**src/rtl/logic_pod_pkg.sv**
```systemverilog
// Shared types and constants for the logic-pod burst arbiter: FSM states,
// default parameters and the DRAM address-field layout.
package logic_pod_pkg;

  typedef enum logic [1:0] {
    ST_IDLE  = 2'd0,
    ST_GRANT = 2'd1,
    ST_BURST = 2'd2
  } arb_state_e;

  localparam int DEF_NUM_CHANNELS = 8;
  localparam int DEF_DATA_WIDTH   = 128;
  localparam int DEF_BURST_LEN    = 4;
  localparam int DEF_PTR_WIDTH    = 22;
  localparam int DEF_POD_NUMBER   = 0;

  // Address layout, MSB first: {1'b1, pod bit, channel, pointer, word-in-burst zeros}
  localparam int ADDR_TAG_W  = 2;
  localparam int DATA_SIZE_W = 10;
  localparam int ADDR_SIZE_W = 8;
  localparam int STAT_W      = 32;

  function automatic int calc_addr_width(input int num_channels, input int ptr_width,
                                         input int burst_len);
    return ADDR_TAG_W + $clog2(num_channels) + ptr_width + $clog2(burst_len);
  endfunction

endpackage

```
**src/rtl/logic_pod_burst_arbiter_rr.sv**
```systemverilog
// Combinational round-robin picker: first set request at or after 'start',
// wrapping around; returns a one-hot grant.
module rr_priority_select #(
  parameter int N  = 8,
  parameter int IW = $clog2(N)
) (
  input  logic [N-1:0]  req,
  input  logic [IW-1:0] start,
  output logic [N-1:0]  grant,
  output logic          valid
);

  logic [2*N-1:0] req_dbl;
  logic [2*N-1:0] gnt_dbl;
  logic [N-1:0]   req_rot;
  logic [N-1:0]   gnt_rot;

  // Rotate so 'start' lands on bit 0, isolate the lowest set bit, rotate back.
  assign req_dbl = {req, req} >> start;
  assign req_rot = req_dbl[N-1:0];
  assign gnt_rot = req_rot & (~req_rot + N'(1));
  assign gnt_dbl = {gnt_rot, gnt_rot} << start;
  assign grant   = gnt_dbl[2*N-1:N];
  assign valid   = |req;

endmodule

```
**src/rtl/logic_pod_burst_arbiter.sv**
```systemverilog
// Burst arbiter moving capture-channel FIFO bursts into the shared DRAM data/address FIFOs.
// Optional LOGIC_POD_ARB_STATS_EN adds per-channel burst counters and a gate-stall counter.
module logic_pod_burst_arbiter
  import logic_pod_pkg::*;
#(
  parameter int NUM_CHANNELS = DEF_NUM_CHANNELS,
  parameter int DATA_WIDTH   = DEF_DATA_WIDTH,
  parameter int BURST_LEN    = DEF_BURST_LEN,
  parameter int PTR_WIDTH    = DEF_PTR_WIDTH,
  parameter int POD_NUMBER   = DEF_POD_NUMBER,
  parameter int ADDR_WIDTH   = calc_addr_width(NUM_CHANNELS, PTR_WIDTH, BURST_LEN)
) (
  input  logic                               clk_ram_2x,
  input  logic                               rst_n,
  output logic [NUM_CHANNELS-1:0]            fifo_rd_en,
  input  logic [NUM_CHANNELS*DATA_WIDTH-1:0] fifo_rd_data,
  input  logic [NUM_CHANNELS-1:0]            fifo_half_full,
  input  logic [NUM_CHANNELS-1:0]            fifo_burst_ready,
  output logic                               data_fifo_wr_en,
  output logic [DATA_WIDTH-1:0]              data_fifo_wr_data,
  input  logic [DATA_SIZE_W-1:0]             data_fifo_wr_size,
  output logic                               addr_fifo_wr_en,
  output logic [ADDR_WIDTH-1:0]              addr_fifo_wr_data,
  input  logic [ADDR_SIZE_W-1:0]             addr_fifo_wr_size,
  output logic [NUM_CHANNELS-1:0]            ptr_wrapped
`ifdef LOGIC_POD_ARB_STATS_EN
  ,
  output logic [STAT_W-1:0]                  burst_count [NUM_CHANNELS],
  output logic [STAT_W-1:0]                  stall_count
`endif
);

  localparam int CH_W   = $clog2(NUM_CHANNELS);
  localparam int BEAT_W = $clog2(BURST_LEN) + 1;
  localparam int ZERO_W = $clog2(BURST_LEN);
  localparam logic POD_BIT = 1'(POD_NUMBER & 1);

  arb_state_e              state_reg;
  logic [BEAT_W-1:0]       beat_reg;
  logic [CH_W-1:0]         cur_ch_reg;
  logic                    last_valid_reg;
  logic [CH_W-1:0]         rr_idx_reg;
  logic [PTR_WIDTH-1:0]    ptr_reg [NUM_CHANNELS];
  logic [NUM_CHANNELS-1:0] rd_en_reg;
  logic [NUM_CHANNELS-1:0] wrapped_reg;
  logic                    awr_en_reg;
  logic [ADDR_WIDTH-1:0]   awr_data_reg;
  logic                    pipe_vld_reg;
  logic [CH_W-1:0]         pipe_ch_reg;
  logic                    dwr_en_reg;
  logic [DATA_WIDTH-1:0]   dwr_data_reg;

  logic [DATA_WIDTH-1:0]   rd_word [NUM_CHANNELS];
  logic [NUM_CHANNELS-1:0] urgent_req, hf_gnt, br_gnt;
  logic                    hf_vld, br_vld, continue_ok, gate_ok, eval_point, do_grant;
  logic [CH_W-1:0]         hf_idx, br_idx, grant_ch;

  genvar gi;
  for (gi = 0; gi < NUM_CHANNELS; gi++) begin : g_unpack
    assign rd_word[gi] = fifo_rd_data[gi*DATA_WIDTH +: DATA_WIDTH];
  end

  // Urgent requests only count when a full burst is actually available.
  assign urgent_req = fifo_half_full & fifo_burst_ready;

  rr_priority_select #(.N(NUM_CHANNELS)) u_rr_urgent (
    .req(urgent_req), .start(rr_idx_reg), .grant(hf_gnt), .valid(hf_vld)
  );

  rr_priority_select #(.N(NUM_CHANNELS)) u_rr_ready (
    .req(fifo_burst_ready), .start(rr_idx_reg), .grant(br_gnt), .valid(br_vld)
  );

  always_comb begin
    hf_idx = '0;
    br_idx = '0;
    for (int i = 0; i < NUM_CHANNELS; i++) begin
      if (hf_gnt[i]) hf_idx = CH_W'(i);
      if (br_gnt[i]) br_idx = CH_W'(i);
    end
  end

  assign continue_ok = last_valid_reg && fifo_burst_ready[cur_ch_reg];
  assign grant_ch    = hf_vld ? hf_idx : (continue_ok ? cur_ch_reg : br_idx);
  assign gate_ok     = (data_fifo_wr_size >= DATA_SIZE_W'(2*BURST_LEN)) &&
                       (addr_fifo_wr_size >= ADDR_SIZE_W'(2));
  // The last beat of a burst is also an evaluation point so bursts can chain.
  assign eval_point  = (state_reg == ST_IDLE) ||
                       (state_reg == ST_BURST && beat_reg == BEAT_W'(BURST_LEN));
  assign do_grant    = eval_point && gate_ok && (hf_vld || continue_ok || br_vld);

  always_ff @(posedge clk_ram_2x or negedge rst_n) begin
    if (!rst_n) begin
      state_reg      <= ST_IDLE;
      beat_reg       <= '0;
      cur_ch_reg     <= '0;
      last_valid_reg <= 1'b0;
      rr_idx_reg     <= '0;
      rd_en_reg      <= '0;
      wrapped_reg    <= '0;
      awr_en_reg     <= 1'b0;
      awr_data_reg   <= '0;
      for (int i = 0; i < NUM_CHANNELS; i++) ptr_reg[i] <= '0;
    end else begin
      awr_en_reg <= 1'b0;
      if (do_grant) begin
        state_reg         <= ST_GRANT;
        beat_reg          <= BEAT_W'(1);
        cur_ch_reg        <= grant_ch;
        last_valid_reg    <= 1'b1;
        rr_idx_reg        <= grant_ch + CH_W'(1);
        rd_en_reg         <= NUM_CHANNELS'(1) << grant_ch;
        awr_en_reg        <= 1'b1;
        awr_data_reg      <= {1'b1, POD_BIT, grant_ch, ptr_reg[grant_ch], {ZERO_W{1'b0}}};
        ptr_reg[grant_ch] <= ptr_reg[grant_ch] + PTR_WIDTH'(1);
        if (&ptr_reg[grant_ch]) wrapped_reg[grant_ch] <= 1'b1;
      end else begin
        case (state_reg)
          ST_GRANT: begin
            state_reg <= ST_BURST;
            beat_reg  <= beat_reg + BEAT_W'(1);
          end
          ST_BURST: begin
            if (beat_reg == BEAT_W'(BURST_LEN)) begin
              state_reg <= ST_IDLE;
              rd_en_reg <= '0;
            end else begin
              beat_reg <= beat_reg + BEAT_W'(1);
            end
          end
          default: state_reg <= ST_IDLE;
        endcase
      end
    end
  end

  // FIFO data arrives one cycle after the pop; register it once more on the way out.
  always_ff @(posedge clk_ram_2x or negedge rst_n) begin
    if (!rst_n) begin
      pipe_vld_reg <= 1'b0;
      pipe_ch_reg  <= '0;
      dwr_en_reg   <= 1'b0;
      dwr_data_reg <= '0;
    end else begin
      pipe_vld_reg <= |rd_en_reg;
      pipe_ch_reg  <= cur_ch_reg;
      dwr_en_reg   <= pipe_vld_reg;
      if (pipe_vld_reg) dwr_data_reg <= rd_word[pipe_ch_reg];
    end
  end

  assign fifo_rd_en        = rd_en_reg;
  assign data_fifo_wr_en   = dwr_en_reg;
  assign data_fifo_wr_data = dwr_data_reg;
  assign addr_fifo_wr_en   = awr_en_reg;
  assign addr_fifo_wr_data = awr_data_reg;
  assign ptr_wrapped       = wrapped_reg;

`ifdef LOGIC_POD_ARB_STATS_EN
  for (gi = 0; gi < NUM_CHANNELS; gi++) begin : g_stat
    always_ff @(posedge clk_ram_2x or negedge rst_n) begin
      if (!rst_n) burst_count[gi] <= '0;
      else if (do_grant && grant_ch == CH_W'(gi) && burst_count[gi] != '1)
        burst_count[gi] <= burst_count[gi] + STAT_W'(1);
    end
  end

  // A stall is an evaluation point with work pending but no room downstream.
  always_ff @(posedge clk_ram_2x or negedge rst_n) begin
    if (!rst_n) stall_count <= '0;
    else if (eval_point && !gate_ok && (|fifo_burst_ready) && stall_count != '1)
      stall_count <= stall_count + STAT_W'(1);
  end
`endif

endmodule

```
**config.mk**
```make
export PLATFORM = sky130hd
export DESIGN_NAME = logic_pod_burst_arbiter
export DESIGN_NICKNAME = d
export VERILOG_FILES = /design/src/rtl/logic_pod_pkg.sv /design/src/rtl/logic_pod_burst_arbiter_rr.sv /design/src/rtl/logic_pod_burst_arbiter.sv
export SDC_FILE = /design/constraint.sdc
export NUM_CORES = 1
export LEC_CHECK = 0
export BUFFER_PORTS_ARGS = -buffer_cell sky130_fd_sc_hd__buf_2
export CAP_MARGIN = 20
export CORE_AREA = 2 2 485 487
export DETAILED_ROUTE_END_ITERATION = 16
export DIE_AREA = 0 0 487 489
export PLACE_DENSITY_LB_ADDON = 0.15
export SLEW_MARGIN = 10
export SYNTH_ARGS = -nofsm -noshare
export SYNTH_HDL_FRONTEND = slang
export SYNTH_SLANG_ARGS = --single-unit
```
**constraint.sdc**
```tcl
create_clock -name clk_ram_2x -period 6.76 [get_ports clk_ram_2x]
set_clock_uncertainty 0.1 [all_clocks]
set_input_delay 0.676 -clock clk_ram_2x [delete_from_list [all_inputs] [get_ports clk_ram_2x]]
set_output_delay 0.676 -clock clk_ram_2x [all_outputs]
set_load 0.005 [all_outputs]
```
==> results of run 1 <==
-- metrics by stage --
stage                     area (µm²)  power [mW]  hold slack [ps]
after detailed placement       36350       16.67            341.1
after floorplan                25390       10.42            280.4
after global routing           38760       21.17            325.9
after CTS                      38550       20.37            274.7
after global placement         36350       16.63            337.4
final                          39010       19.94            354.8
-- logic make-up (layout without fill, tap and decap cells) --
kind of cell / count (synthesis) / after routing / share of synthesized area [%]
compound gates: 380 / 380 / 9.890
flops: 360 / 360 / 35.50
other cells: 1 / 189 / 0.01478
buf+inv: 233 / 1549 / 3.994
mux: 575 / 575 / 36.19
simple gates: 738 / 738 / 13.42
fa+ha+maj: 9 / 9 / 0.4437
xor+xnor: 16 / 16 / 0.5522
-- worst register-to-register path, cell delays in order (launching register included) --
cell and delay (ps):
dfrtp_1 540, buf_4 240, buf_4 170, nand2_1 110, o22ai_1 110, nor3_1 540
a22oi_1 320, a211oi_1 450, o41ai_2 140, buf_4 190, nor2_4 100, buf_12 200
inv_2 70, buf_12 160, nor2_1 420, buf_4 230, a221oi_1 80, mux2i_1 160
buf_4 170, nand4_1 90, buf_4 190, buf_4 160, nor4_1 620, buf_12 220
or3_1 110, o211ai_1 90
-- cell type report --
class	count	area (µm²)	area share [%]
multi-input combinational	1721	15430	39.54
sequential	360	9024	23.13
timing repair buffer	1415	7978	20.45
tap	3060	3829	9.814
clock buffer	70	1555	3.987
clock inverter	36	629.4	1.613
antenna	186	465.4	1.193
inverter	28	105.1	0.2694
-- repair_timing --
action	CTS	global route
hold buffers	1	0
resized for setup	0	0
hold endpoints to repair	57	0
-- layer usage --
metal | global-route usage [%] | vias up | wire length [µm]
li1 | - | 11594 | -
met4 | 7.958 | 188 | 10490
met2 | 33.50 | 1487 | 119500
met3 | 14.32 | 645 | 39620
met5 | 0.5233 | - | 1397
met1 | 22.25 | 13569 | 92110
-- synth_stat cells (4+ instances only) --
cell       instances
a211oi_1          29
a21o_1            13
a21oi_1          145
a221o_1           19
a221oi_1           5
a22oi_1            5
a31oi_1            9
a32o_1             7
and2_1            13
and3_1             4
buf_1             46
buf_2             33
buf_4             11
buf_6              7
clkbuf_1         107
dfrtp_1          360
ha_1               9
inv_1             22
inv_2              5
mux2_2            66
mux2i_1          240
mux4_2           267
nand2_1          279
nand2b_1           9
nand3_1           71
nand3b_1           6
nand4_1           17
nand4b_1           4
nor2_1           208
nor2b_1            6
nor3_1            36
nor3b_1            8
nor4_1            19
o2111ai_1          4
o211ai_1           8
o21ai_0           71
o22a_1             4
o22ai_1            5
o31ai_1           12
or3_1             29
or4_1              5
xnor2_1           14
-- power groups by stage --
stage / sequential (mW) / combinational (mW) / clock (mW)
after floorplan: 3.32 / 7.10 / 0
after global placement: 3.61 / 13.0 / 0
after detailed placement: 3.62 / 13.0 / 0
after CTS: 3.59 / 13.1 / 3.70
after global routing: 3.68 / 13.7 / 3.76
final: 3.56 / 12.8 / 3.56
-- final timing paths --
| kind | start | endpoint | slack (ps) | cells past startpoint |
|---|---|---|---|---|
| setup reg to reg | rr_idx_reg[2] | ptr_reg[38] | 650 | 25 |
| hold reg to reg | ptr_wrapped[4] | ptr_wrapped[4] | 350 | 1 |
| hold / removal | ptr_wrapped[4] | ptr_wrapped[4] | 350 | 1 |
| setup / recovery | rr_idx_reg[2] | ptr_reg[38] | 650 | 25 |
| min in group asynchronous | rst_n | ptr_reg[15] | 540 | 2 |
| max in group asynchronous | rst_n | data_fifo_wr_data[27] | 4610 | 3 |
==> flow_metrics.env, run 1 <==
export IMPL_dp_cells=6583
export IMPL_dieArea_mm2=0.2381
export IMPL_final_common_cell="buf_2"
export IMPL_hold_violations=0
export IMPL_fp_dieH_um=489
export IMPL_layout_min_cycle_time_ps=6115
export IMPL_max_slew_margin_pct=35.15
export IMPL_power_share_clock_pct=17.9
export IMPL_worstSkewPairLatency_ps=750
export IMPL_ctsHtreeMaxLevel=2
export IMPL_ioPinCount=1235
export IMPL_largest_reg_flops=176
export IMPL_power_switching_mw=9.504
export IMPL_netlist_top_cells_area="dfrtp_1 35%, mux4_2 24%, mux2i_1 9.5%"
export IMPL_synth_main_ff_cell="dfrtp_1"
export IMPL_p_leak_nw=17.20
export IMPL_max_freq_mhz=163.5
export IMPL_port_buffers=1227
export IMPL_critPathLaunchType="register"
export IMPL_powerDensity_mw_per_mm2=511.1
export IMPL_cts_max_path_buffers=3
export IMPL_cp_top_family="simple AND/OR/NAND/NOR gates"
export IMPL_dr_first_iter_drc_count=1898
export IMPL_worstMarginPinSlew_ps=972.7
export IMPL_synth_warning_count=0
export IMPL_hpwl_um=228700
export IMPL_post_place_ws_ps=375.8
export IMPL_slowest_delay_ps=620
export IMPL_grt_max_degree=115
export IMPL_syn_area_per_cell_um2=10.98
export IMPL_layout_drive_gt1_share_pct=52.15
export IMPL_drt_wirelength_per_cell_um=38.27
export IMPL_synth_top_cell_area_share_pct=35.50
export IMPL_crit_top_cell="buf_4"
export IMPL_outcome="finished clean"
export IMPL_p_int_mw=10.44
export IMPL_clk_pin_slew_worst_paths_ps=60
export IMPL_cts_sinks=360
export IMPL_postCtsSetupBuffers=0
export IMPL_peakVddDrop_mv=0.3348
export IMPL_antenna_left=0
export IMPL_first_pass_iters=7
export IMPL_finalNonFillerCells=6876
export IMPL_yosys_area_top_type="dfrtp_1"
export IMPL_pwr_share_comb_pct=64.3
export IMPL_crit_type="reg -> reg"
export IMPL_seq_area_frac_synth_pct=35.50
export IMPL_place_gp_congestion=0.8741
export IMPL_tns_ps=0
export IMPL_fin_ws_ps=645.2
export IMPL_holdCritPathClass="reg -> reg"
export IMPL_synth_edff_count=0
export IMPL_final_cell_mix="1,226 x buf_2, 356 x dfrtp_1, 277 x nand2_1"
export IMPL_grt_pass1_vias=26613
export IMPL_finalMaxSlewViolations=0
export IMPL_tritoncts="built"
export IMPL_track_usage_pct=21.25
export IMPL_ys_seq_elements=360
export IMPL_async_reset_ff_share_pct=100.0
export IMPL_syn_to_final_growth_pct=53.72
export IMPL_start_util_pct=10.86
export IMPL_drc=0
export IMPL_vias=27483
export IMPL_crit_buf_inv=11
export IMPL_wl_um=263100
export IMPL_drv_cap=0
export IMPL_end_kind="register"
export IMPL_post_route_period_util_pct=90.46
export IMPL_crit_slowest_cell="nor4_1"
export IMPL_die_x_um=487
export IMPL_finalSetupViolations=0
export IMPL_rsz0062_at_grt="false"
export IMPL_required_ps=7280
export IMPL_p_sw_share_pct=47.66
export IMPL_utilization_pct=16.70
export IMPL_syn_inst=2312
export IMPL_worstPathMaxFanout=21
export IMPL_grt_pass1_wl_um=319900
export IMPL_nNetsFinal=4652
export IMPL_fp_row_count=178
export IMPL_gr_total_overflow=0
export IMPL_core_mm2=0.2336
export IMPL_seqPwrFrac_pct=17.8
export IMPL_fill_cells=26318
export IMPL_antenna_found_initial=336
export IMPL_root_buffer="clkbuf_16"
export IMPL_arrival_ps=6630
export IMPL_yosysUniqueCellTypes=92
export IMPL_cts_buffers_inserted=57
export IMPL_synth_area_mm2=0.02538
export IMPL_vias_per_cell=3.997
Power figures use the tool's default switching activity.
==> inputs of run 2 (changes only) <==
Settings changed: RECOVER_POWER set to 50.
==> run 2 against run 1 <==
  * Register-to-register slack better by 50 ps
  * Combinational power about the same
  * The run now ends with capacitance limit, slew limit left
  * Sequential share of layout area up 0.14 points
  * Count of clock-buffer cells in the layout unchanged
  * Routed wire length up 0.14%
  * Setup slack better by 55 ps
  * Critical path depth unchanged
==> flow_metrics.env, run 2 (synthesized netlist as in run 1, its figures left out) <==
export IMPL_outcome="finished with violations"
export IMPL_violations="capacitance limit, slew limit"
export IMPL_clk_pin_slew_worst_paths_ps=70
export IMPL_postCtsSetupBuffers=0
export IMPL_drc=0
export IMPL_worstMarginPinSlew_ps=3121
export IMPL_fill_cells=26383
export IMPL_largest_reg_flops=176
export IMPL_cp_depth=25
export IMPL_fin_ws_ps=700.2
export IMPL_first_pass_iters=5
export IMPL_nNetsFinal=4652
export IMPL_cts_sinks=360
export IMPL_core_mm2=0.2336
export IMPL_final_common_cell="buf_2"
export IMPL_peakVddDrop_mv=0.3341
export IMPL_port_buffers=1227
export IMPL_critPathLaunchType="register"
export IMPL_root_buffer="clkbuf_16"
export IMPL_antenna_found_initial=336
export IMPL_startpoint="rr_idx_reg[2]"
export IMPL_grt_pass1_wl_um=319900
export IMPL_start_util_pct=10.86
export IMPL_arrival_ps=6580
export IMPL_cts_hold_buffers=1
export IMPL_fp_dieH_um=489
export IMPL_utilization_pct=16.59
export IMPL_cts_resized=0
export IMPL_ctsHtreeMaxLevel=2
export IMPL_slowest_delay_ps=620
export IMPL_dieArea_mm2=0.2381
export IMPL_final_cell_mix="1,075 x buf_2, 357 x dfrtp_1, 277 x nand2_1"
export IMPL_place_gp_congestion=0.8741
export IMPL_crit_buf_inv=11
export IMPL_crit_slowest_cell="nor4_1"
export IMPL_tritoncts="built"
export IMPL_p_leak_nw=16.76
export IMPL_max_slew_margin_pct=-108.1
export IMPL_vias_per_cell=4.006
export IMPL_track_usage_pct=21.25
export IMPL_hold_violations=0
export IMPL_powerDensity_mw_per_mm2=512.5
export IMPL_r2r_end="ptr_reg[38]"
export IMPL_p_total_mw=19.86
export IMPL_post_route_period_util_pct=89.64
export IMPL_rrSetupSlack_ps=700
export IMPL_worstSkewPairLatency_ps=750
export IMPL_timing_rr_start="rr_idx_reg[2]"
export IMPL_layout_min_cycle_time_ps=6060
export IMPL_drt_wirelength_per_cell_um=38.35
export IMPL_finalSetupViolations=0
export IMPL_tns_ps=0
export IMPL_rsz0062_at_grt="false"
export IMPL_holdCritPathClass="in -> reg"
export IMPL_hpwl_um=228700
export IMPL_cts_max_path_buffers=3
export IMPL_cp_top_family="buffers and inverters"
export IMPL_ioPinCount=1235
export IMPL_crit_type="reg -> reg"
export IMPL_vias=27524
export IMPL_gr_total_overflow=0
export IMPL_post_place_ws_ps=375.8
export IMPL_fp_row_count=178
export IMPL_hold_slack_ps=350.9
export IMPL_worstPathMaxFanout=21
export IMPL_wl_um=263500
export IMPL_cts_buffers_inserted=57
export IMPL_max_freq_mhz=165.0
export IMPL_grt_pass1_vias=26613
export IMPL_crit_top_cell="buf_4"
export IMPL_die_x_um=487
export IMPL_syn_to_final_growth_pct=52.72
export IMPL_setup_worst_path_end="ptr_reg[38]"
export IMPL_finalMaxSlewViolations=453
export IMPL_dr_first_iter_drc_count=1921
export IMPL_end_kind="register"
export IMPL_antenna_left=0
export IMPL_drv_cap=6
export IMPL_layout_drive_gt1_share_pct=47.91
export IMPL_required_ps=7280
export IMPL_worst_r2r_path_depth=25
export IMPL_grt_max_degree=115
[run 2: worst min-delay path, stage by stage]
cell and delay (ps):
buf_2 70, mux4_2 210, mux2i_1 60, a21oi_1 130
[run 2: layer usage]
layer  track usage (%)  share of wire, %
met5            0.5233              0.53
met4             7.958               4.0
met3             14.32                15
met2             33.50                45
met1             22.25                35
[run 2: how the worst min path moves through the flow]
stage,start,to,cells after the start
floorplan,rst_n,addr_fifo_wr_data[10],0
global placement,ptr_wrapped[4],ptr_wrapped[4],1
detailed placement,ptr_wrapped[3],ptr_wrapped[3],1
CTS,fifo_rd_data[116],data_fifo_wr_data[116],4
global route,fifo_rd_data[116],data_fifo_wr_data[116],4
finish,fifo_rd_data[116],data_fifo_wr_data[116],4
[run 2: power by group]
group	internal, mW	total [mW]	switching, mW
registers	2.92	3.57	0.651
logic	5.23	12.7	7.50
clock network	2.18	3.56	1.38
[run 2: final cells by class]
cell class,instances,area (µm²),area share (%)
inverters,28,105.1,0.2712
repair buffers,1415,7741,19.97
well taps,3060,3829,9.879
diodes,180,450.4,1.162
multi-input cells,1721,15430,39.80
flip-flops and latches,360,9020,23.27
clock inverters,36,629.4,1.624
clock buffers,70,1555,4.013
[run 2: metrics by stage]
stage,instances,cell area (µm²)
after global routing,6775,38520
after CTS,6690,38550
after global placement,6583,36350
after floorplan,2314,25390
after detailed placement,6583,36350
final,6870,38760
